--- src/rtl/gate_pipe.sv ---
// gate_pipe: registered NUM_IN-operand bitwise gate unit with a 2-entry valid/ready output FIFO
module gate_pipe #(
  parameter int WIDTH  = 8,
  parameter int NUM_IN = 2
) (
  input  logic                    CLK,
  input  logic                    RST,
  input  logic                    IN_VALID,
  output logic                    IN_READY,
  input  logic [NUM_IN*WIDTH-1:0] A,
  input  logic [2:0]              OP,
  output logic                    OUT_VALID,
  input  logic                    OUT_READY,
  output logic [WIDTH-1:0]        C,
  output logic                    ERR
);
  logic [1:0]     count_q, count_d;
  logic [WIDTH:0] e0_q, e0_d, e1_q, e1_d, new_e;
  logic [WIDTH-1:0] and_v, or_v, xor_v, res;
  logic push, pop, wr0;
  assign IN_READY  = (count_q < 2'd2) && !RST;
  assign OUT_VALID = count_q != 2'd0;
  assign C         = OUT_VALID ? e0_q[WIDTH:1] : '0;
  assign ERR       = OUT_VALID & e0_q[0];
  assign push      = IN_VALID && IN_READY;
  assign pop       = OUT_VALID && OUT_READY;
  // Reduce all operand words, then select the function; entry is {result, err}
  always_comb begin
    and_v = '1;
    or_v  = '0;
    xor_v = '0;
    for (int k = 0; k < NUM_IN; k++) begin
      and_v = and_v & A[k*WIDTH +: WIDTH];
      or_v  = or_v  | A[k*WIDTH +: WIDTH];
      xor_v = xor_v ^ A[k*WIDTH +: WIDTH];
    end
    res = OP == 3'd0 ? and_v  :
          OP == 3'd1 ? ~and_v :
          OP == 3'd2 ? or_v   :
          OP == 3'd3 ? ~or_v  :
          OP == 3'd4 ? xor_v  :
          OP == 3'd5 ? ~xor_v :
          OP == 3'd6 ? A[WIDTH-1:0] : '0;
    new_e = {res, OP == 3'd7};
  end
  // FIFO update: e0 is always the head; pop shifts e1 down, push fills the first free slot
  always_comb begin
    wr0     = push && (count_q == 2'd0 || (count_q == 2'd1 && pop));
    count_d = count_q + {1'b0, push} - {1'b0, pop};
    e0_d    = (pop && count_q == 2'd2) ? e1_q : wr0 ? new_e : e0_q;
    e1_d    = (push && count_q == 2'd1 && !pop) ? new_e : e1_q;
  end
  // State registers; reset discards all buffered entries
  always_ff @(posedge CLK or posedge RST) begin
    if (RST) begin
      count_q <= '0;
      e0_q    <= '0;
      e1_q    <= '0;
    end else begin
      count_q <= count_d;
      e0_q    <= e0_d;
      e1_q    <= e1_d;
    end
  end
endmodule

--- config.mk ---
export PLATFORM = sky130hd
export DESIGN_NAME = gate_pipe
export DESIGN_NICKNAME = d
export VERILOG_FILES = /design/src/rtl/gate_pipe.sv
export SDC_FILE = /design/constraint.sdc
export NUM_CORES = 1
export LEC_CHECK = 0
export CORE_MARGIN = 3
export CORE_UTILIZATION = 39
export CTS_CLUSTER_DIAMETER = 150
export CTS_CLUSTER_SIZE = 16
export DETAILED_ROUTE_END_ITERATION = 10
export HOLD_SLACK_MARGIN = 0.06
export PLACE_DENSITY_LB_ADDON = 0.05
export SETUP_SLACK_MARGIN = 0.05
export SYNTH_ARGS = -nofsm -noshare
export SYNTH_HDL_FRONTEND = slang
export SYNTH_SLANG_ARGS = --single-unit
--- constraint.sdc ---
create_clock -name CLK -period 1.9 [get_ports CLK]
set_input_delay 0.38 -clock CLK [delete_from_list [all_inputs] [get_ports CLK]]
set_output_delay 0.38 -clock CLK [all_outputs]
set_load 0.05 [all_outputs]
* Word-level counts from Yosys, hierarchy flattened *
Index checks and enable logic that the tools add are counted.

word-level totals
  flip-flop bits (word level) = 20
  input bits = 23
  output and inout port bits = 11
  word-level logic and storage cells = 47

operators by class
  $add $sub $neg = 2
  magnitude comparators = 1
  equality and inequality tests = 9
  multiplexer cells = 10
  bitwise operators = 7
  reduce and logical (&&, ||, !) cells = 15

operator list
  kind                                                              number
  8-bit 2-to-1 mux                                                  8
  8-bit NOT                                                         3
  9-bit 2-to-1 mux                                                  2
  3-bit == test (second input constant)                             4
  8-bit bitwise AND                                                 1
  1-bit logical AND                                                 8
  8-bit bitwise OR                                                  1
  8-bit bitwise XOR                                                 1
  3-bit by 2-bit == test with 1-bit output (second input constant)  2
  2-bit nonzero test                                                2
  3-bit by 1-bit == test with 1-bit output (second input constant)  1
  3-bit zero test                                                   1
  2-bit by 1-bit adder with 2-bit output                            1
  2-bit by 1-bit == test with 1-bit output (second input constant)  1
  2-bit == test (second input constant)                             1
  1-bit zero test                                                   2
  2-bit zero test                                                   1
  2-bit less-than comparator (second input constant)                1
  2-bit by 1-bit subtractor with 2-bit output                       1
  1-bit bitwise AND                                                 1
  1-bit logical OR                                                  1

* Longest topological paths before layout *
Gate-level depths: netlist of the first run.

  depth after elaboration = 10
  mapped depth = 8
  mapped depth without buffers = 7

* Least setup slack after synthesis of the first run *
OpenSTA, ideal clock, no wires.

  path type = register -> output
  from = register count_q[1]
  to = output C[0]
  data arrival time = 1.400 ns
  required time = 1.520 ns
  slack = 0.120 ns
  stages on the path, launching flop included = 4
  buffers on the path = 1
  path through = dfrtp_1 nor2_1 clkbuf_1 nor2b_1

on the way
  cells in the longest elaborated chain, start to end = 2

ends and longest elaborated chain
  what                      line  text
  start: declaration        17    logic [1:0] count_q, count_d;
  start signal: assignment  60    count_q <= count_d;
  2-bit nonzero test        22    assign OUT_VALID = count_q != 2'd0;
  8-bit 2-to-1 mux          23    assign C = OUT_VALID ? e0_q[WIDTH:1] : '0;
  end: declaration          14    output logic [WIDTH-1:0] C,

No other way between the ends.

* Final worst setup path of the first run *
  from = input RST
  to = register count_q[1]

on the way
  cells in the longest elaborated chain, start to end = 5

ends and longest elaborated chain
  what                                         line  text
  start: declaration                           7     input logic RST,
  1-bit zero test (no source line)             --
  1-bit logical AND                            21    assign IN_READY = (count_q < 2'd2) && !RST;
  1-bit logical AND                            25    assign push = IN_VALID && IN_READY;
  2-bit by 1-bit adder with 2-bit output       49    count_d = count_q + {1'b0, push} - {1'b0, pop};
  2-bit by 1-bit subtractor with 2-bit output  49
  via count_d[1]                               17

The timed path passes the listed nets, and every way through them passes these cells.
A chain may end at the register's enable or synchronous reset.

==> impl_metrics.toml, run 1 <==
[placed_design]
post_dp_cell_area_sq_um = 2180
dpl.cell_count = 283
io_buffers = 33
gp_congestion = 0.718
dp_hpwl_mm = 2.85

[pwr]
combPwrFrac_pct = 57.2
seq_power_share_pct = 31.7
p_leak_uw = 0.00106
switching_power_uw = 1070
p_int_uw = 1310
p_sw_share_pct = 44.9
clkPwrFrac_pct = 11.1
p_per_area_nw_per_um2 = 1070
ir_drop_mv = 0.416

[drt]
drtIter0Drc = 62
first_pass_iters = 4
drc = 0
wire_per_inst_microns = 12.3
routed_wl_mm = 3.52
ant_nets = 0
vias = 1434
vias_per_cell = 5.01

[sta]
setup_viol = 0
fmax_mhz = 579
max_slew_margin_pct = 78.6
hold_viol = 0
rsz0062_at_grt = "no"
finalCritPeriodShare_pct = 91.0
period_minus_slack_ns = 1.73
fin_skew_ns = 0.00494
slew_viol_final = 0
worst_pin_slew_ns = 0.321

[global_routing]
grt_pass1_vias = 1399
grt.total_usage_pct = 14.1
grt_start_max_net_pins = 34
gr-total-overflow = 0
grt_pass1_wl_mm = 6.03
antenna_found_initial = 0

[yosys]
synthFlopType = "dfrtp_1"
async_reset_ff_share_pct = 100
synth.area.top_cells = "dfrtp_1 29%, ha_1 13%, xnor2_1 5.1%, inv_1 4.8%, o21ai_0 4.1%"
yosysTopAreaCellShare_pct = 28.9
avgSynthCellArea_sq_um = 9.01
synth_warnings = 0
synth.largest_area_cell = "dfrtp_1"
ys_types = 30
synthCells = 192
syn_nets = 233
yosysMostFrequentCell = "inv_1"
synth_area_sq_um = 1730
synthTopCellsByCount = "22 x inv_1, 20 x dfrtp_1, 18 x ha_1, 14 x o21ai_0, 12 x nor2_1"
seq_area_frac_synth_pct = 28.9
synth-seq-cells = 20
synth_edf_count = 0

[clock_network]
ctsHoldBuffers = 0
cts_buffers = 3
htree_levels = 1
postCtsSetupBuffers = 0
clk_latency_ns = 0.25
clock-sinks = 20
cts-resized-gates = 0
clkTransAtPathRegs_ns = 0.06
cts_tree = "built"
cts_max_path_buffers = 2
root_buffer = "clkbuf_8"

[layout]
fin_cells = 286
fin_area_sq_um = 2220
multiInputGateArea_sq_um = 1070
layout-drive-gt1-share_pct = 19.9
syn_to_final_growth_pct = 28.6
fill_cells = 369
seq_area_sq_um = 500
layout.nets = 279
antenna_cells = 0

[outcome]
status = "finished clean"

[critical_path]
cpLargestDelayFamily = "buffers and inverters"
path_buf_inv = 3
critical_path.max_fanout = 2
crit_required_ns = 2.03
startpoint_type = "primary input"
crit_type = "in -> reg"
cp-end-kind = "register"
cp_slowest_cell = "clkdlybuf4s50_1"
path_cells = "clkdlybuf4s50_1 -> nor3b_4 -> inv_1 -> ha_1 -> inv_1 -> ha_1 -> xnor2_1 -> xnor2_1"
slowest_delay_ns = 0.46
crit_arrival_ns = 1.86

[floorplan]
dieArea_sq_um = 5270
fp.dieW_microns = 72.6
io_pins = 34
rows = 23
die_y_microns = 72.6
start_util_pct = 41.7
core_sq_um = 4140

[hold_path]
holdCritPathClass = "reg -> reg"

[run]
maxCapViolCount = 0
## routing by layer
layer  global-route usage [%]  part of all wire [%]  routed length, microns  up-vias
met5                        0                     0                       0        -
met4                     4.30                   1.2                      44        0
met3                     1.52                   5.6                     197        5
met2                     25.8                    49                    1730       37
met1                     17.3                    44                    1550      653
li1                         -                     -                       -      739
## cells by family after synthesis
family | after synthesis | synth area share, %
flops | 20 | 28.9
buf+inv | 31 | 9.41
simple gates | 70 | 26.9
xor+xnor | 10 | 5.06
fa+ha+maj | 18 | 13.0
compound gates | 43 | 16.6
## worst reg2reg max path, cell delays in order, from the launching register on
cell and delay (ns):
dfrtp_1 0.46, nor3b_4 0.23, inv_1 0.07, ha_1 0.26, inv_1 0.04, ha_1 0.18
xnor2_1 0.13, xnor2_1 0.12
## power groups by stage
stage | Sequential, uW | Combinational [uW] | Clock (uW)
after detailed placement | 761 | 1380 | 0
after global placement | 751 | 1360 | 0
after floorplan | 729 | 1000 | 0
after CTS | 754 | 1380 | 278
final | 754 | 1360 | 265
after global routing | 773 | 1480 | 290
## cell usage in the layout (no fill, tap or decap), types with 3 or more instances in the layout
cell / instances
clkbuf_8: 3
ha_1: 18
nand3b_1: 8
nand2_1: 10
o21ai_2: 3
and2_1: 7
inv_1: 22
buf_4: 25
nor2_1: 11
xnor2_1: 10
nand3_1: 3
clkdlybuf4s50_1: 22
o21ai_1: 8
or3b_1: 8
a22oi_1: 8
dfrtp_1: 20
buf_12: 3
nor2b_1: 9
o21ai_0: 14
nand3_2: 6
o211ai_1: 8
## per-stage QoR
step	worst slack (ns)	hold slack (ns)	utilization (%)	TNS (ns)	power (uW)
5_1_grt	0.0850	0.490	53.7	0	2550
2_1_floorplan	0.120	0.344	-	0	1730
4_1_cts	0.144	0.483	53.6	0	2420
6_report	0.172	0.479	53.7	0	2380
3_3_place_gp	-0.0689	0.461	52.6	-0.750	2110
3_5_place_dp	-0.128	0.467	52.6	-1.75	2140
## cell type report
cell class	instances	share of cell area [%]
repair buffers	50	21.0
multi-input cells	141	48.1
clock buffers	3	1.86
inverters	22	3.71
well taps	50	2.81
flip-flops and latches	20	22.5
## state kept, by name, summed over array words and instances (netlist names)
| register | flops |
|---|---|
| count_q | 2 |
| e0_q | 9 |
| e1_q | 9 |
## worst paths after layout
path                                       from                    to  slack [ns]  depth (start not counted)
max                                         RST  count_q[1]$_DFF_PP0_        0.17                          8
min                         e1_q[6]$_DFFE_PP0P_   e1_q[6]$_DFFE_PP0P_        0.48                          2
max reg2reg                count_q[1]$_DFF_PP0_  count_q[1]$_DFF_PP0_        0.29                          7
min reg2reg                 e1_q[6]$_DFFE_PP0P_   e1_q[6]$_DFFE_PP0P_        0.48                          2
max in group asynchronous                   RST   e1_q[5]$_DFFE_PP0P_        0.92                          4
min in group asynchronous                   RST  count_q[0]$_DFF_PP0_        0.60                          3
No activity file was read; power rests on OpenSTA's default activity.
==> run 2: changes to the inputs <==
--- a/config.mk
+++ b/config.mk
@@ -12,6 +12,7 @@
 export DETAILED_ROUTE_END_ITERATION = 10
 export HOLD_SLACK_MARGIN = 0.06
 export PLACE_DENSITY_LB_ADDON = 0.05
+export RECOVER_POWER = 50
 export SETUP_SLACK_MARGIN = 0.05
 export SYNTH_ARGS = -nofsm -noshare
 export SYNTH_HDL_FRONTEND = slang
==> impl_metrics.toml, run 2 (synthesized netlist as in run 1, its figures left out) <==
[sta]
setup_viol = 0
fin_skew_ns = 0.00525
whs_ns = 0.480
slew_viol_final = 0
fmax_mhz = 581
worst_pin_slew_ns = 0.738
finalCritPeriodShare_pct = 90.6
setup_tns_ns = 0
max_slew_margin_pct = 50.8
period_minus_slack_ns = 1.72
hold_viol = 0
rsz0062_at_grt = "no"

[floorplan]
fp.dieW_microns = 72.6
rows = 23
start_util_pct = 41.7
io_pins = 34
dieArea_sq_um = 5270
die_y_microns = 72.6
core_sq_um = 4140

[outcome]
status = "finished clean"

[pwr]
p_per_area_nw_per_um2 = 1080
p_leak_uw = 0.00104
ir_drop_mv = 0.416

[hold_path]
holdCritPathClass = "reg -> reg"

[drt]
ant_nets = 0
vias_per_cell = 5.00
vias = 1431
drc = 0
wire_per_inst_microns = 12.3
first_pass_iters = 4
drtIter0Drc = 43
routed_wl_mm = 3.51

[global_routing]
gr-total-overflow = 0
grt_pass1_vias = 1399
grt_start_max_net_pins = 34
grt_pass1_wl_mm = 6.03
grt.total_usage_pct = 14.1
antenna_found_initial = 0

[clock_network]
postCtsSetupBuffers = 0
htree_levels = 1
cts_buffers = 3
ctsHoldBuffers = 0
clkTransAtPathRegs_ns = 0.06
cts_max_path_buffers = 2
root_buffer = "clkbuf_8"
clk_latency_ns = 0.25
cts-resized-gates = 0
clock-sinks = 20
cts_tree = "built"

[layout]
antenna_cells = 0
post-route-util_pct = 53.0
reg.largest.list = "e0_q: 9 flops, e1_q: 9 flops, count_q: 2 flops"
layout-drive-gt1-share_pct = 19.5
syn_to_final_growth_pct = 27.0
final_common_cell = "buf_4"
layout_common_cells = "23 x buf_4, 22 x inv_1, 22 x clkdlybuf4s50_1"
layout.nets = 279

[critical_path]
crit_type = "in -> reg"
critical_path.max_fanout = 2
crit_arrival_ns = 1.85
cp-end-kind = "register"
startpoint_type = "primary input"
crit_required_ns = 2.03

[placed_design]
dp_hpwl_mm = 2.85
io_buffers = 33
gp_congestion = 0.718

[run]
maxCapViolCount = 0
[run 2: changes by cell type in the layout (fill, tap and decap cells not counted), sizes merged]
| cell | previous run | this run |
|---|---|---|
| buf | 28 | 25 |
| clkbuf | 3 | 6 |
[run 2: through the flow]
step,cell area [sq um],power (uW),instances,worst slack [ns]
final,2200,2370,286,0.179
after global routing,2200,2540,286,0.0850
after CTS,2220,2420,286,0.144
after detailed placement,2180,2140,283,-0.128
after global placement,2180,2110,283,-0.0689
after floorplan,1730,1730,192,0.120
[run 2: where the power goes]
part / switching (uW) / internal [uW]
sequential: 121 / 628
clock: 124 / 141
combinational: 819 / 535
total: 1060 / 1300
[run 2: metal layers]
layer / GRT usage [%] / part of all wire [%]
met5: 0 / 0
met2: 25.8 / 49
met4: 4.30 / 1.3
met1: 17.3 / 44
met3: 1.52 / 5.1
[run 2: worst paths after layout]
check                                      from  depth (start not counted)  slack [ns]              endpoint
max in group asynchronous                   RST                          4        0.39   e1_q[5]$_DFFE_PP0P_
min in group asynchronous                   RST                          3        0.58  count_q[0]$_DFF_PP0_
setup reg to reg           count_q[1]$_DFF_PP0_                          7        0.29  count_q[1]$_DFF_PP0_
hold / removal              e1_q[6]$_DFFE_PP0P_                          2        0.48   e1_q[6]$_DFFE_PP0P_
setup / recovery                            RST                          8        0.18  count_q[1]$_DFF_PP0_
hold reg to reg             e1_q[6]$_DFFE_PP0P_                          2        0.48   e1_q[6]$_DFFE_PP0P_
[run 2: cell type report]
| class | count | area [sq um] |
|---|---|---|
| Sequential cell | 20 | 500 |
| Tap cell | 50 | 62.6 |
| Multi-Input combinational cell | 141 | 1060 |
| Timing Repair Buffer | 50 | 449 |
| Fill cell | 374 | 1950 |
| Inverter | 22 | 82.6 |
| Clock buffer | 3 | 41.3 |
[run 2: worst max-delay path: stages]
cell             delay, ns
clkdlybuf4s50_1       0.46
nor3b_4               0.20
inv_1                 0.07
ha_1                  0.26
inv_1                 0.04
ha_1                  0.18
xnor2_1               0.13
xnor2_1               0.12
